## config.mk

```make
export PLATFORM = sky130hd
export DESIGN_NAME = align_nch_flat
export DESIGN_NICKNAME = d
export VERILOG_FILES = /design/src/rtl/align_nch_if.sv /design/src/rtl/align_nch.sv /design/src/flat_wrapper.sv
export SDC_FILE = /design/constraint.sdc
export NUM_CORES = 1
export LEC_CHECK = 0
export CAP_MARGIN = 0
export CORE_ASPECT_RATIO = 0.5
export CORE_MARGIN = 2
export CORE_UTILIZATION = 51
export DETAILED_ROUTE_END_ITERATION = 10
export PLACE_DENSITY = 0.87
export SYNTH_ARGS = -nofsm -noshare
export SYNTH_HDL_FRONTEND = slang
export SYNTH_SLANG_ARGS = --single-unit
```

## constraint.sdc

```tcl
create_clock -name clk -period 7.4 [get_ports clk]
set_input_delay 1.11 -clock clk [delete_from_list [all_inputs] [get_ports clk]]
set_output_delay 1.11 -clock clk [all_outputs]
set_load 0.01 [all_outputs]
```

## src/rtl/align_nch_if.sv

```systemverilog
// Bus bundle for align_nch: the sample load port and the serialised output stream.
//
// Handshake rules:
//   Load side:   a write is accepted on a rising edge when write = 1 and in_rdy = 1.
//                If write = 1 while in_rdy = 0, the data is dropped and the sticky
//                ovf flag is set.
//   Output side: a word transfers on a rising edge when dv = 1 and o_rdy = 1.
//                While o_rdy = 0, the source holds x_o, dv and last stable.
//                done pulses for one cycle after the word marked last transfers.
interface align_nch_if #(
  parameter int W   = 32,
  parameter int NCH = 2
);
  logic [NCH*W-1:0] x_i;
  logic             write;
  logic             ilv;
  logic             in_rdy;
  logic [W-1:0]     x_o;
  logic             dv;
  logic             o_rdy;
  logic             last;
  logic             done;
  logic             ovf;

  // The aligner itself: it consumes samples and produces the stream.
  modport master (
    input  x_i, write, ilv, o_rdy,
    output in_rdy, x_o, dv, last, done, ovf
  );

  // The surrounding datapath: it feeds samples and sinks the stream.
  modport slave (
    output x_i, write, ilv, o_rdy,
    input  in_rdy, x_o, dv, last, done, ovf
  );
endinterface

```

## src/rtl/align_nch.sv

```systemverilog
// align_nch: loads DEPTH samples from each of NCH channels into a frame buffer,
// then serialises the frame onto one W-bit stream. The order is either
// channel-concatenated or sample-interleaved, chosen by ilv on the frame-completing write.
module align_nch #(
  parameter int W     = 32,
  parameter int NCH   = 2,
  parameter int DEPTH = 2
) (
  input  logic        clk,
  input  logic        rst_n,
  align_nch_if.master bus,
  output logic        dbg_state   // 0 = LOAD, 1 = DRAIN
);
  localparam int SW = (DEPTH > 1) ? $clog2(DEPTH) : 1;
  localparam int CW = (NCH > 1) ? $clog2(NCH) : 1;
  localparam logic [SW-1:0] S_MAX = SW'(DEPTH - 1);
  localparam logic [CW-1:0] C_MAX = CW'(NCH - 1);

  typedef enum logic {LOAD = 1'b0, DRAIN = 1'b1} state_t;

  state_t          state_q, state_d;
  logic [SW-1:0]   widx_q, widx_d;
  logic [SW-1:0]   s_q, s_d, s_nx;
  logic [CW-1:0]   ch_q, ch_d, ch_nx;
  logic            mode_q, mode_d;
  logic [W-1:0]    x_q, x_d;
  logic            dv_q, dv_d, last_q, last_d, done_q, done_d, ovf_q, ovf_d;
  logic            wr_en;
  logic            at_end;
  logic [W-1:0]    first_word;
  logic [W-1:0]    buf_q [NCH][DEPTH];

  // With a single sample per channel, word 0 is being written on the same edge, so bypass the buffer.
  assign first_word = (DEPTH == 1) ? bus.x_i[W-1:0] : buf_q[0][0];
  // Both orders end on the same buffer cell: the last channel's last sample.
  assign at_end     = (ch_q == C_MAX) && (s_q == S_MAX);

  // Next-state logic, plus the successor of the current drain position for the active order.
  always_comb begin
    state_d = state_q;
    widx_d  = widx_q;
    ch_d    = ch_q;
    s_d     = s_q;
    mode_d  = mode_q;
    x_d     = x_q;
    dv_d    = dv_q;
    last_d  = last_q;
    done_d  = 1'b0;
    ovf_d   = ovf_q;
    wr_en   = 1'b0;
    ch_nx   = ch_q;
    s_nx    = s_q;
    if (mode_q) begin
      if (ch_q == C_MAX) begin
        ch_nx = '0;
        s_nx  = s_q + 1'b1;
      end else begin
        ch_nx = ch_q + 1'b1;
      end
    end else begin
      if (s_q == S_MAX) begin
        s_nx  = '0;
        ch_nx = ch_q + 1'b1;
      end else begin
        s_nx = s_q + 1'b1;
      end
    end
    unique case (state_q)
      LOAD: begin
        if (bus.write) begin
          wr_en = 1'b1;
          if (widx_q == S_MAX) begin
            widx_d  = '0;
            mode_d  = bus.ilv;
            state_d = DRAIN;
            ch_d    = '0;
            s_d     = '0;
            x_d     = first_word;
            dv_d    = 1'b1;
            last_d  = (NCH == 1) && (DEPTH == 1);
          end else begin
            widx_d = widx_q + 1'b1;
          end
        end
      end
      DRAIN: begin
        if (bus.write) ovf_d = 1'b1;
        if (dv_q && bus.o_rdy) begin
          if (at_end) begin
            dv_d    = 1'b0;
            last_d  = 1'b0;
            done_d  = 1'b1;
            state_d = LOAD;
          end else begin
            ch_d   = ch_nx;
            s_d    = s_nx;
            x_d    = buf_q[ch_nx][s_nx];
            last_d = (ch_nx == C_MAX) && (s_nx == S_MAX);
          end
        end
      end
    endcase
  end

  // State and output registers.
  always_ff @(posedge clk) begin
    if (!rst_n) begin
      state_q <= LOAD;
      widx_q  <= '0;
      ch_q    <= '0;
      s_q     <= '0;
      mode_q  <= 1'b0;
      x_q     <= '0;
      dv_q    <= 1'b0;
      last_q  <= 1'b0;
      done_q  <= 1'b0;
      ovf_q   <= 1'b0;
    end else begin
      state_q <= state_d;
      widx_q  <= widx_d;
      ch_q    <= ch_d;
      s_q     <= s_d;
      mode_q  <= mode_d;
      x_q     <= x_d;
      dv_q    <= dv_d;
      last_q  <= last_d;
      done_q  <= done_d;
      ovf_q   <= ovf_d;
    end
  end

  // Frame buffer: all channels are stored at the current write index; contents are not reset.
  always_ff @(posedge clk) begin
    if (rst_n && wr_en) begin
      for (int c = 0; c < NCH; c++) begin
        buf_q[c][widx_q] <= bus.x_i[c*W +: W];
      end
    end
  end

  assign bus.in_rdy = (state_q == LOAD);
  assign bus.x_o    = x_q;
  assign bus.dv     = dv_q;
  assign bus.last   = last_q;
  assign bus.done   = done_q;
  assign bus.ovf    = ovf_q;
  assign dbg_state  = state_q;
endmodule

```

## src/flat_wrapper.sv

```systemverilog
// flat-port wrapper written by rule: the top's interface ports become plain ports
module align_nch_flat 
#(
  parameter int W     = 32,
  parameter int NCH   = 2,
  parameter int DEPTH = 2
)
  (clk, rst_n, dbg_state, bus_x_i, bus_write, bus_ilv, bus_o_rdy, bus_in_rdy, bus_x_o, bus_dv, bus_last, bus_done, bus_ovf);
  align_nch_if #(.W(W), .NCH(NCH)) bus_i ();
  input  logic clk;
  input  logic rst_n;
  output logic dbg_state;
  input wire logic [$bits(bus_i.x_i)-1:0] bus_x_i;
  input wire logic [$bits(bus_i.write)-1:0] bus_write;
  input wire logic [$bits(bus_i.ilv)-1:0] bus_ilv;
  input wire logic [$bits(bus_i.o_rdy)-1:0] bus_o_rdy;
  output wire logic [$bits(bus_i.in_rdy)-1:0] bus_in_rdy;
  output wire logic [$bits(bus_i.x_o)-1:0] bus_x_o;
  output wire logic [$bits(bus_i.dv)-1:0] bus_dv;
  output wire logic [$bits(bus_i.last)-1:0] bus_last;
  output wire logic [$bits(bus_i.done)-1:0] bus_done;
  output wire logic [$bits(bus_i.ovf)-1:0] bus_ovf;
  assign bus_i.x_i = bus_x_i;
  assign bus_i.write = bus_write;
  assign bus_i.ilv = bus_ilv;
  assign bus_i.o_rdy = bus_o_rdy;
  assign bus_in_rdy = bus_i.in_rdy;
  assign bus_x_o = bus_i.x_o;
  assign bus_dv = bus_i.dv;
  assign bus_last = bus_i.last;
  assign bus_done = bus_i.done;
  assign bus_ovf = bus_i.ovf;
  align_nch #(.W(W), .NCH(NCH), .DEPTH(DEPTH)) u_core (.clk(clk), .rst_n(rst_n), .bus(bus_i), .dbg_state(dbg_state));
endmodule
```

======== Word level (Yosys, flattened, before mapping) ========
Memories as Yosys holds them, arrays and structs flattened.
Cells that the tools add are included.
operators by class
  magnitude comparators ................... 3
  reductions and logical operators ........ 12
  $add $sub $neg .......................... 3
  equal/unequal tests ..................... 5
  bitwise logic cells ..................... 3
  multiplexer cells ....................... 43
operators by type and width
  kind                                                                           number
  32-bit two-way mux                                                             8
  64-bit two-way mux                                                             1
  32-bit one-hot mux with 2 select lines                                         1
  32-bit demux with 1-bit select                                                 1
  1-bit two-way mux                                                              27
  1-bit one-hot mux with 2 select lines                                          5
  3-bit AND reduction                                                            3
  2-bit != test (second input constant)                                          4
  4-bit AND reduction                                                            2
  1-bit logical AND                                                              5
  2-bit >= comparator (second input constant)                                    2
  1-bit NOT with 2-bit output                                                    2
  2-bit AND reduction                                                            2
  1-bit adder (second input constant)                                            3
  2-bit by 1-bit less-than comparator with 1-bit output (second input constant)  1
  2-bit by 1-bit != test with 1-bit output (second input constant)               1
  1-bit NOT                                                                      1
word-level totals
  bits in registers ....................... 41
  bits in writable memories ............... 128
  output and inout bits ................... 38
  memories ................................ 1
  logic and storage cells ................. 80
memory list
  memory        depth  width  read ports  clocked after Yosys merged registers in  write ports  RTL line         RTL
  u_core.buf_q  2      64     2           0                                        2            align_nch.sv:31  logic [W-1:0] buf_q [NCH][DEPTH];

======== Logic depth before layout (Yosys ltp) ========
  depth after elaboration ................. 10
  depth in mapped cells ................... 7
  gate-level depth less buffers ........... 5

======== Worst setup path after synthesis ========
Ideal clock, no wire load.
  path kind ............................... input to register
  start point ............................. input port rst_n
  end point ............................... memory u_core.buf_q[0][32] in the netlist's numbering (enable)
  setup slack ............................. 0.765 ns
  path buffers ............................ 1
  data required time ...................... 6.822 ns
  arrival time ............................ 6.057 ns
  stages .................................. 3
  cell sequence ........................... inv_1 > clkbuf_1 > nor3b_1
RTL lines
  item                RTL line            RTL
  start: declaration  flat_wrapper.sv:11  input logic rst_n;
  end: declaration    align_nch.sv:31

==> impl_metrics.py <==
metrics = {
    "timing": {
        "finalCritPeriodShare_pct": 46.4,
        "period_minus_slack_ps": 3430,
        "fin_skew_ps": 11.2,
        "worstMarginPinSlew_ps": 1140,
        "fmax_ghz": 0.291,
        "maxSlewViolCount": 0,
        "final_hold_viol_count": 0,
        "slew_headroom_pct": 24.0,
        "rsz0062_at_grt": "no",
        "setup_viol": 0,
        "setup-tns-final_ps": 0,
    },
    "run": {
        "drv_cap": 0,
    },
    "placed_design": {
        "hpwlAfterDp_um": 9930,
        "place_area_um2": 8740,
        "dp_cells": 810,
        "io_buffers": 106,
        "gp_congestion": 0.781,
    },
    "synth": {
        "synth_top_family_by_area": "compound AO/OA/AOI/OAI gates",
        "ys_seq_area_share_pct": 60.9,
        "synth_xor_area_share_pct": 0.114,
        "ys_async_sr_fraction_pct": 0,
        "synthAdderAreaFrac_pct": 0.163,
        "ys_ff_latch": 169,
        "netlist_top_cells_count": "edfxtp_1 (128), mux2i_1 (67), dfxtp_1 (41), a21oi_1 (37), inv_1 (34)",
        "synth_simple_gate_area_share_pct": 2.01,
        "yosysMostFrequentCell": "edfxtp_1",
        "syn_nets": 625,
        "synth_top_cell_area_share_pct": 50.2,
        "postSynthCellCount": 555,
        "synth.distinct_cells": 35,
        "synth.area.mux_share_pct": 8.75,
        "ys_warn_count": 0,
        "yosys.area.top_type": "edfxtp_1",
        "avgSynthCellArea_um2": 13.8,
        "yosys_most_used_dff": "edfxtp_1",
        "synth-compound-area-share_pct": 22.2,
        "syn-cell-area_um2": 7660,
        "synth_edf_count": 128,
        "synth_area_leaders": "edfxtp_1 (50%), dfxtp_1 (11%), mux2i_1 (8.8%)",
    },
    "clocking": {
        "cts_tree": "yes",
        "cts_sinks": 169,
        "clk_latency_ps": 430,
        "htreeDepth": 4,
        "root_buffer": "clkbuf_16",
        "cts_resized": 0,
        "cts_hold_buf": 0,
        "clockBufferDepth": 2,
        "post-cts-setup-buffer-count": 0,
        "clk_pin_slew_ps": 70,
        "numCtsBuffers": 17,
    },
    "global_routing": {
        "grtUsageTotal_pct": 22.6,
        "grt_pass1_wl_um": 27700,
        "grt_max_degree": 81,
        "grt_pass1_vias": 5489,
        "antenna_found_initial": 0,
        "overflow": 0,
    },
    "drt": {
        "met3_length_um": 1120,
        "drc": 0,
        "drt-met1-wl_um": 7270,
        "top_layer": "met4",
        "totalWireLength_um": 18000,
        "wl_met2_um": 9340,
        "ant_nets": 0,
        "drtPass1Iterations": 5,
        "vias": 5382,
        "avgRoutedWirePerCell_um": 21.4,
        "viasPerCell": 6.39,
        "drtIter0Drc": 488,
    },
    "cells_and_area": {
        "antennaDiodeCount": 0,
        "fillCellCount": 1035,
        "fin_cells": 842,
        "syn_to_final_growth_pct": 22.0,
        "final_core_util_pct": 64.1,
        "drive_gt1_share_pct": 8.23,
        "fin_nets": 701,
        "design_area_um2": 9350,
    },
    "die": {
        "num_io_pins": 107,
        "num_rows": 31,
        "core-area_um2": 14600,
        "initial_core_util_pct": 52.5,
        "fp.dieH_um": 90.7,
        "fp.dieW_um": 177,
        "die-area_um2": 16100,
    },
    "pwr": {
        "p_leak_uw": 0.00309,
        "peakVddDrop_v": 0.000193,
        "powerDensity_nw_per_um2": 233,
    },
    "setup_path": {
        "rrSetupSlack_ps": 4210,
        "max_stage_delay_ps": 830,
        "crit_family": "buffers and inverters",
        "startpoint_type": "input pin",
        "path_cells": "clkdlybuf4s50_1, inv_1, nor2_4, buf_4",
        "worst_ep_arrival_time_ps": 3490,
        "cp.buffers_inverters": 3,
        "cp_slowest_cell": "nor2_4",
        "critPathKind": "input pin to flop",
        "cp_data_required_time_ps": 7450,
        "end_kind": "flop",
        "crit_fanout": 59,
    },
    "worst_hold_path": {
        "hp-class": "flop to flop",
    },
    "status": {
        "status": "completed",
    },
}
==> flip-flops by register name (all words and copies together) (netlist names) <==
| register | count |
|---|---|
| u_core.widx_q | 1 |
| u_core.dbg_state | 1 |
| u_core.bus.last | 1 |
| u_core.buf_q | 128 |
| u_core.ch_q | 1 |
| u_core.s_q | 1 |
| u_core.bus.ovf | 1 |
| u_core.bus.x_o | 32 |
| u_core.bus.done | 1 |
| u_core.bus.dv | 1 |
| u_core.mode_q | 1 |
==> cell usage in the layout, fill, tap and decap left out, types with 2 or more instances in the layout <==
cell type and instances:
o31ai_1 32, clkinv_4 2, dfxtp_1 38, nand3_1 3
clkdlybuf4s50_1 106, edfxtp_1 128, bufinv_16 2, o22a_1 32
clkbuf_16 17, clkinvlp_4 3, nand2_1 5, inv_8 3
mux2i_1 67, inv_1 34, buf_4 7, a221oi_1 32
nor2_1 5, dfxtp_4 2, a221o_1 32, inv_6 5
o221a_1 32, a21oi_1 37
==> cell type report <==
class	count	area [um2]	share of cell area (%)
Sequential cell	169	4670	50.0
Multi-Input combinational cell	295	2580	27.6
Timing Repair Buffer	113	1110	11.9
Clock buffer	17	425	4.55
Tap cell	198	248	2.65
Clock inverter	15	178	1.90
Inverter	35	131	1.41
==> worst reg2reg max path, stage by stage (launching register included) <==
cell	delay [ps]
dfxtp_2	970
ha_2	550
nand2_2	600
o22a_1	470
o221a_1	230
a221o_1	270
==> routing by layer <==
layer | track usage [%] | vias up
li1 | - | 2424
met1 | 26.9 | 2704
met2 | 39.5 | 220
met3 | 4.55 | 34
met4 | 10.5 | 0
met5 | 0 | -
==> through the flow <==
step	hold WS (ps)	total power [uW]	setup WS (ps)
4_1_cts	471	2190	3980
2_1_floorplan	488	1200	765
5_1_grt	484	2250	3830
6_report	470	2180	3970
3_5_place_dp	461	1290	3540
3_3_place_gp	461	1280	3620
==> where the power goes <==
part | internal, uW | switching, uW | total (uW)
combinational | 83.8 | 83.7 | 168
sequential | 1070 | 34.0 | 1100
clock | 510 | 400 | 910
==> cell families after synthesis <==
logic type	Yosys count
adder cells (fa/ha/maj)	1
AND/OR/NAND/NOR	25
flip-flops	169
buffers and inverters	91
multiplexers	67
XOR/XNOR	1
AO/OA/AOI/OAI	201
==> worst paths after layout <==
check | start | to | cells past startpoint
worst max register to register | u_core.s_q$_SDFFE_PN0P_ | u_core.bus.x_o[10]$_SDFFE_PN0P_ | 5
worst min-delay path | u_core.bus.last$_SDFFE_PN0P_ | u_core.bus.last$_SDFFE_PN0P_ | 2
worst min register to register | u_core.bus.last$_SDFFE_PN0P_ | u_core.bus.last$_SDFFE_PN0P_ | 2
worst max-delay path | rst_n | u_core.buf_q[1][10]$_DFFE_PP_ | 4
Note: power is estimated with default switching activity, not from simulation.
